File: config.mk
export PLATFORM = sky130hd
export DESIGN_NAME = systolic_ctrl
export DESIGN_NICKNAME = d
export VERILOG_FILES = /design/src/rtl/systolic_ctrl.sv
export SDC_FILE = /design/constraint.sdc
export NUM_CORES = 1
export LEC_CHECK = 0
export CORE_MARGIN = 5
export CORE_UTILIZATION = 52
export CTS_CLUSTER_DIAMETER = 30
export CTS_CLUSTER_SIZE = 16
export DETAILED_ROUTE_END_ITERATION = 7
export PLACE_DENSITY = 0.85
export SLEW_MARGIN = 20
export SYNTH_ARGS = -nofsm -noshare
export SYNTH_HDL_FRONTEND = slang
export SYNTH_SLANG_ARGS = --single-unit
File: constraint.sdc
create_clock -name clk -period 3.4 [get_ports clk]
set_input_delay 0.85 -clock clk [delete_from_list [all_inputs] [get_ports clk]]
set_output_delay 0.85 -clock clk [all_outputs]
set_load 0.005 [all_outputs]
File: src/rtl/systolic_ctrl.sv
// Tile sequencer for an NxN weight-stationary PE array: preloads weight rows,
// streams M input vectors, and generates the skewed row/column strobes.
module systolic_ctrl #(
    parameter int N     = 4,
    parameter int LEN_W = 16
) (
    input  logic                   clk,
    input  logic                   rst,
    input  logic                   start,
    input  logic [LEN_W-1:0]       num_vecs,
    output logic                   busy,
    output logic                   done,
    output logic                   w_req,
    input  logic                   w_rdy,
    output logic                   w_rd_en,
    output logic [$clog2(N)-1:0]   w_row_idx,
    output logic [N-1:0]           accept_w,
    output logic                   in_rd_en,
    output logic [LEN_W-1:0]       in_idx,
    output logic [N-1:0]           row_valid,
    output logic [N-1:0]           row_switch,
    output logic [N-1:0]           col_valid
);

    localparam int IDX_W = $clog2(N);
    localparam int PH_W  = $clog2(2 * N);

    typedef enum logic [2:0] {IDLE, WREQ, WLOAD, STREAM, DRAIN, DONE} state_t;

    state_t           state;
    logic [LEN_W-1:0] m_reg;
    logic [PH_W-1:0]  phase;
    logic             last_row;
    logic             last_vec;
    logic             first_next;
    logic             stream_next;

    // Values the registered strobes take on the next cycle; they feed the skew chains.
    assign last_row    = (w_row_idx == '0);
    assign last_vec    = (in_idx == m_reg - LEN_W'(1));
    assign first_next  = (state == WLOAD) && last_row;
    assign stream_next = first_next || ((state == STREAM) && !last_vec);

    always_ff @(posedge clk) begin
        if (!rst) begin
            state      <= IDLE;
            m_reg      <= '0;
            phase      <= '0;
            busy       <= 1'b0;
            done       <= 1'b0;
            w_req      <= 1'b0;
            w_rd_en    <= 1'b0;
            w_row_idx  <= '0;
            accept_w   <= '0;
            in_rd_en   <= 1'b0;
            in_idx     <= '0;
            row_valid  <= '0;
            row_switch <= '0;
            col_valid  <= '0;
        end else begin
            // Row r sees the stream strobe r cycles late; column c follows the last row by 1+c.
            row_valid  <= {row_valid[N-2:0], stream_next};
            row_switch <= {row_switch[N-2:0], first_next};
            col_valid  <= {col_valid[N-2:0], row_valid[N-1]};
            in_rd_en   <= stream_next;
            done       <= 1'b0;

            case (state)
                IDLE: begin
                    if (start && (num_vecs != '0)) begin
                        m_reg <= num_vecs;
                        state <= WREQ;
                        busy  <= 1'b1;
                        w_req <= 1'b1;
                    end
                end
                WREQ: begin
                    if (w_rdy) begin
                        state     <= WLOAD;
                        w_req     <= 1'b0;
                        w_rd_en   <= 1'b1;
                        accept_w  <= '1;
                        w_row_idx <= IDX_W'(N - 1);
                    end
                end
                WLOAD: begin
                    if (last_row) begin
                        state    <= STREAM;
                        w_rd_en  <= 1'b0;
                        accept_w <= '0;
                        in_idx   <= '0;
                    end else begin
                        w_row_idx <= w_row_idx - IDX_W'(1);
                    end
                end
                STREAM: begin
                    if (last_vec) begin
                        state  <= DRAIN;
                        phase  <= '0;
                        in_idx <= '0;
                    end else begin
                        in_idx <= in_idx + LEN_W'(1);
                    end
                end
                DRAIN: begin
                    // 2N-1 cycles lets the last vector leave col_valid[N-1].
                    if (phase == PH_W'(2 * N - 2)) begin
                        state <= DONE;
                        done  <= 1'b1;
                    end else begin
                        phase <= phase + PH_W'(1);
                    end
                end
                DONE: begin
                    state <= IDLE;
                    busy  <= 1'b0;
                end
                default: state <= IDLE;
            endcase
        end
    end

endmodule
# == Word level (Yosys, flattened, before mapping) ==
# Cells that the tools add are included.
# totals
output_inout_bits,39
regBits,61
wordCells,80
input_bits,20
# op_classes
n_reduce_logical,22
mux,26
n_eq_ne,14
addsub,4
# ops
operator,n
$mux 16,2
$pmux 16 s2,1
$mux 3,7
$add 16x1->16 const B,1
$eq 16x16->1,1
$reduce_bool 16->1,1
$sub 16x1->16 const B,1
$pmux 3 s5,1
$ne 2x2->1 const B,7
$reduce_and 3->1,4
$reduce_bool 2->1,5
$eq 3x3->1 const B,3
$mux 4,2
$pmux 4 s2,1
$reduce_and 2->1,4
$eq 3x2->1 const B,2
$pmux 1 s2,3
$pmux 3 s2,1
$mux 1,5
$reduce_and 5->1,1
$mux 2,2
$pmux 2 s2,1
$add 3x1->3 const B,1
$eq 3x1->1 const B,1
other kinds (6),8

# == Depth between registers and ports, before layout ==
# depth
word_depth,5
depth_mapped,10
ltp_nobuf,9

# == Worst setup path after synthesis ==
# OpenSTA, ideal clock, no wires.
# synth_timing
path_type,input to register
from,in num_vecs[13]
to,reg m_reg[10]
path_buffers,1
required_time_ns,3.283
t_arrival_ns,2.407
setup_time_ns,0.117
path_slack_ns,0.877
cell_stages,7
path_cell_list,nor4_1 nand4_1 nand2_1 nor4_2 clkbuf_1 mux2i_1 nor2b_1
# synth_via
elab_chain_cells,3
# synth_rtl
item,line_no,source
"start, declared",10,"input logic [LEN_W-1:0] num_vecs,"
$reduce_bool 16->1,70,if (start && (num_vecs != '0)) begin
$logic_and 1x1->1,70,
$reduce_and 2->1 (no line),-,
"end signal, assigned",71,m_reg <= num_vecs;
"end, declared",31,logic [LEN_W-1:0] m_reg;
# Every way passes these cells.
# A chain may end at the register's enable or synchronous reset.

# == Worst setup path after layout ==
# layout_timing
from,reg m_reg[4]
to,reg phase[2]
# layout_via
elab_chain_cells,4
# layout_rtl
item,line_no,source
$sub 16x1->16,40,assign last_vec = (in_idx == m_reg - LEN_W'(1));
$eq 16x16->1,40,
$ne 2x2->1 (no line),-,
$reduce_and 3->1 (no line),-,
"end signal, assigned",111,phase <= phase + PH_W'(1);
"end, declared",32,logic [PH_W-1:0] phase;
# Every way passes these cells.

==> implementation parameters <==
Parameter                              Value

Finish
  Ratio of cells with drive above 1 in the final layout    0.0573
  Area of combinational cells with multiple inputs    1800 sq um
  Nets    408
  Area of all placed cells without fillers    3730 sq um
  Seq. cell area    1120 sq um
  Final std cells w/o fill    459
  Count of filler cells inserted in the layout    514
  Signed area change from the synthesized netlist to the final layout    22.0%
  ANT cells    0
  Fin util    0.641

Floorplan
  Horizontal die dimension    86.7 um
  Row count    28
  Standard cell core area    5820 sq um
  Die area    7510 sq um
  Number of ports placed on the die boundary    59
  Die H    86.7 um
  Effective utilization at floorplan    0.526

Setup path
  Total buffers and inverters traversed by the critical path    0
  Family of cells with the greatest summed delay on the critical path    simple AND/OR/NAND/NOR gates
  Sequence of cells on the critical path    nor4_2 -> nand2_1 -> xnor2_1 -> a2111o_1 -> nor4_1 -> a21oi_1 -> o211a_1
  Worst-path fanout max    8
  Critical path start-end classification    flip-flop to flip-flop
  Critical Path AT    2990 ps
  Delay of the slowest cell on the worst path    610 ps
  Data required time at the worst endpoint    3620 ps
  Worst setup EP type    flip-flop
  Cell with the largest stage delay on the worst path    nor4_2
  Worst setup SP type    flip-flop

GRT
  First-pass GRT wire length    11800 um
  Via count of the first global-routing pass    2478
  Remaining global-route overflow    0
  Initial antenna violation count    0
  Global-route usage over all layers    0.195
  Pin count of the biggest net entering global routing    64

Clock tree
  Master cell of the clock root buffer    clkbuf_8
  Later-pin clock latency in the skew report    310 ps
  Hold bufs inserted after CTS    0
  Clock input transition at the sequential cells of the worst setup and hold paths    100 ps
  Count of buffers added by post-CTS timing repair for setup    0
  TritonCTS clock tree    yes
  TritonCTS Buffers    5
  Clock sinks    56
  CTS Buffer Depth    2
  Number of gates resized after CTS    0
  H-tree Lvls    2

Logic synthesis
  Fraction of post-synthesis cell area in the top cell type by area    0.367
  Commonest cells in the netlist    56 x dfxtp_1, 20 x nor2_1, 19 x nand2_1, 19 x nor2b_1, 18 x mux2i_1
  Share of synthesized area occupied by flip-flops and latches    0.367
  Netlist area before placement    3060 sq um
  Yosys cell types    51
  Avg Inst Size Synth    9.04 sq um
  FFs w/ async S/R, synth    0
  Synth Instances    338
  Net count after synthesis    363
  EDFF count, synth    0
  Cell type with the highest aggregate area in the netlist    dfxtp_1
  Number of warnings printed during yosys synthesis    0
  Cells taking the most area after synthesis    dfxtp_1 37%, mux2i_1 5.9%, xor2_1 4.9%, nand4b_1 4.6%, nor2b_1 3.9%
  Most numerous cell in the Yosys netlist    dfxtp_1
  Yosys reg bits    56
  Most used flip-flop cell after synthesis    dfxtp_1

STA
  Smallest setup slack after layout    631 ps
  Final setup TNS    0 ps
  Slew of the pin with the lowest slew margin    944 ps
  Worst Clk Skew    5.76 ps
  Max_slew headroom    0.369
  Total count of hold-check failures in the final report    0
  Post-route clock period utilization    0.814
  Upper clock frequency limit    361 MHz
  Count of final setup violators    0
  RSZ-0062 raised after global routing    no
  Crit path time final    2770 ps
  Final-report max-slew violation count    0

Pwr
  VDD IR max    0.206 mV
  Reported leakage power    0.00147 uW
  P per Cell Area    379 nW/um^2

Drt
  Total wirelength of the detailed-routed design    7160 um
  1st-iter DRT viols    133
  Vias per std cell    5.75
  Count of unresolved DRC violations after routing    0
  Number of search-and-repair iterations in the first detailed-routing pass    4
  Detailed-route via count    2638
  Remaining number of nets flagged by the antenna check after routing    0
  Final routed wire length divided by cell count    15.6 um

Placement
  Area post-placement    3640 sq um
  Detailed-placement wirelength estimate    5270 um
  Setup Slack @ Placement    667 ps
  Buffers on Ports    58
  Routability congestion estimate    0.839
  Total instance count after detailed placement    451

Job
  Max-cap viol count    0

Run status
  Result of the run    finished clean

Worst hold path
  Hold Crit Class    flip-flop to flip-flop
-- worst reg2reg max path, delay by kind of cell, from the launching register on --
kind	cells	cell delay [ps]
XOR/XNOR	1	220
flip-flops	1	420
AO/OA/AOI/OAI	3	840
AND/OR/NAND/NOR	3	1200
-- metal layers --
metal,global-route usage,part of all wire,vias up,wire length (um)
met3,0.0380,0.043,15,309
met1,0.253,0.44,1252,3180
met2,0.323,0.49,67,3510
met4,0.0680,0.022,0,158
li1,-,-,1304,-
met5,0,0,-,0
-- placed cells by master, fill, tap and decap left out, types with 7 or more instances in the layout --
cell             Yosys  routed
and3_1               9       9
nand4_1              8       8
inv_1                7       7
nor2_1              20      20
a21o_1               8       8
xnor2_1             13      13
nand2_1             19      19
nor2b_1             19      19
nand3_1             10      10
a21oi_1             12      12
xor2_1              17      17
mux2i_1             18      18
clkdlybuf4s50_1      0      57
nor3_1              11      11
nand4b_1            16      16
dfxtp_1             56      56
and2_1              13      13
-- metrics by stage --
stage          total power [uW]  hold WS, ps
2_1_floorplan               956          455
3_3_place_gp               1040          438
3_5_place_dp               1050          454
4_1_cts                    1420          478
5_1_grt                    1480          504
6_report                   1410          474
-- power breakdown --
| part | leakage, uW | switching (uW) | internal (uW) |
|---|---|---|---|
| logic | 0.000975 | 163 | 160 |
| registers | 0.000455 | 41.8 | 682 |
| clock network | 0.0000414 | 221 | 147 |
| total | 0.00147 | 426 | 989 |
-- worst paths after layout --
check,start,end,slack [ps],cells past startpoint
worst max-delay path,m_reg[4]$_SDFFE_PN0P_,phase[2]$_SDFFE_PN0P_,630,7
worst min-delay path,row_valid[1]$_SDFF_PN0_,row_valid[2]$_SDFF_PN0_,470,1
worst max register to register,m_reg[4]$_SDFFE_PN0P_,phase[2]$_SDFFE_PN0P_,630,7
worst min register to register,row_valid[1]$_SDFF_PN0_,row_valid[2]$_SDFF_PN0_,470,1
-- cell families after synthesis --
kind of cell | share of synthesized area
fa+ha+maj | 0.0205
mux | 0.0589
flops | 0.367
buf+inv | 0.0479
simple gates | 0.297
xor+xnor | 0.0860
compound gates | 0.123
-- layout make-up --
type	instances	share of cell area
tap	75	0.0252
clock inverter	2	0.00436
clock buffer	6	0.0195
inverter	7	0.00704
timing repair buffer	61	0.161
sequential	56	0.301
multi-input combinational	252	0.482
Note: power is estimated with default switching activity, not from simulation.
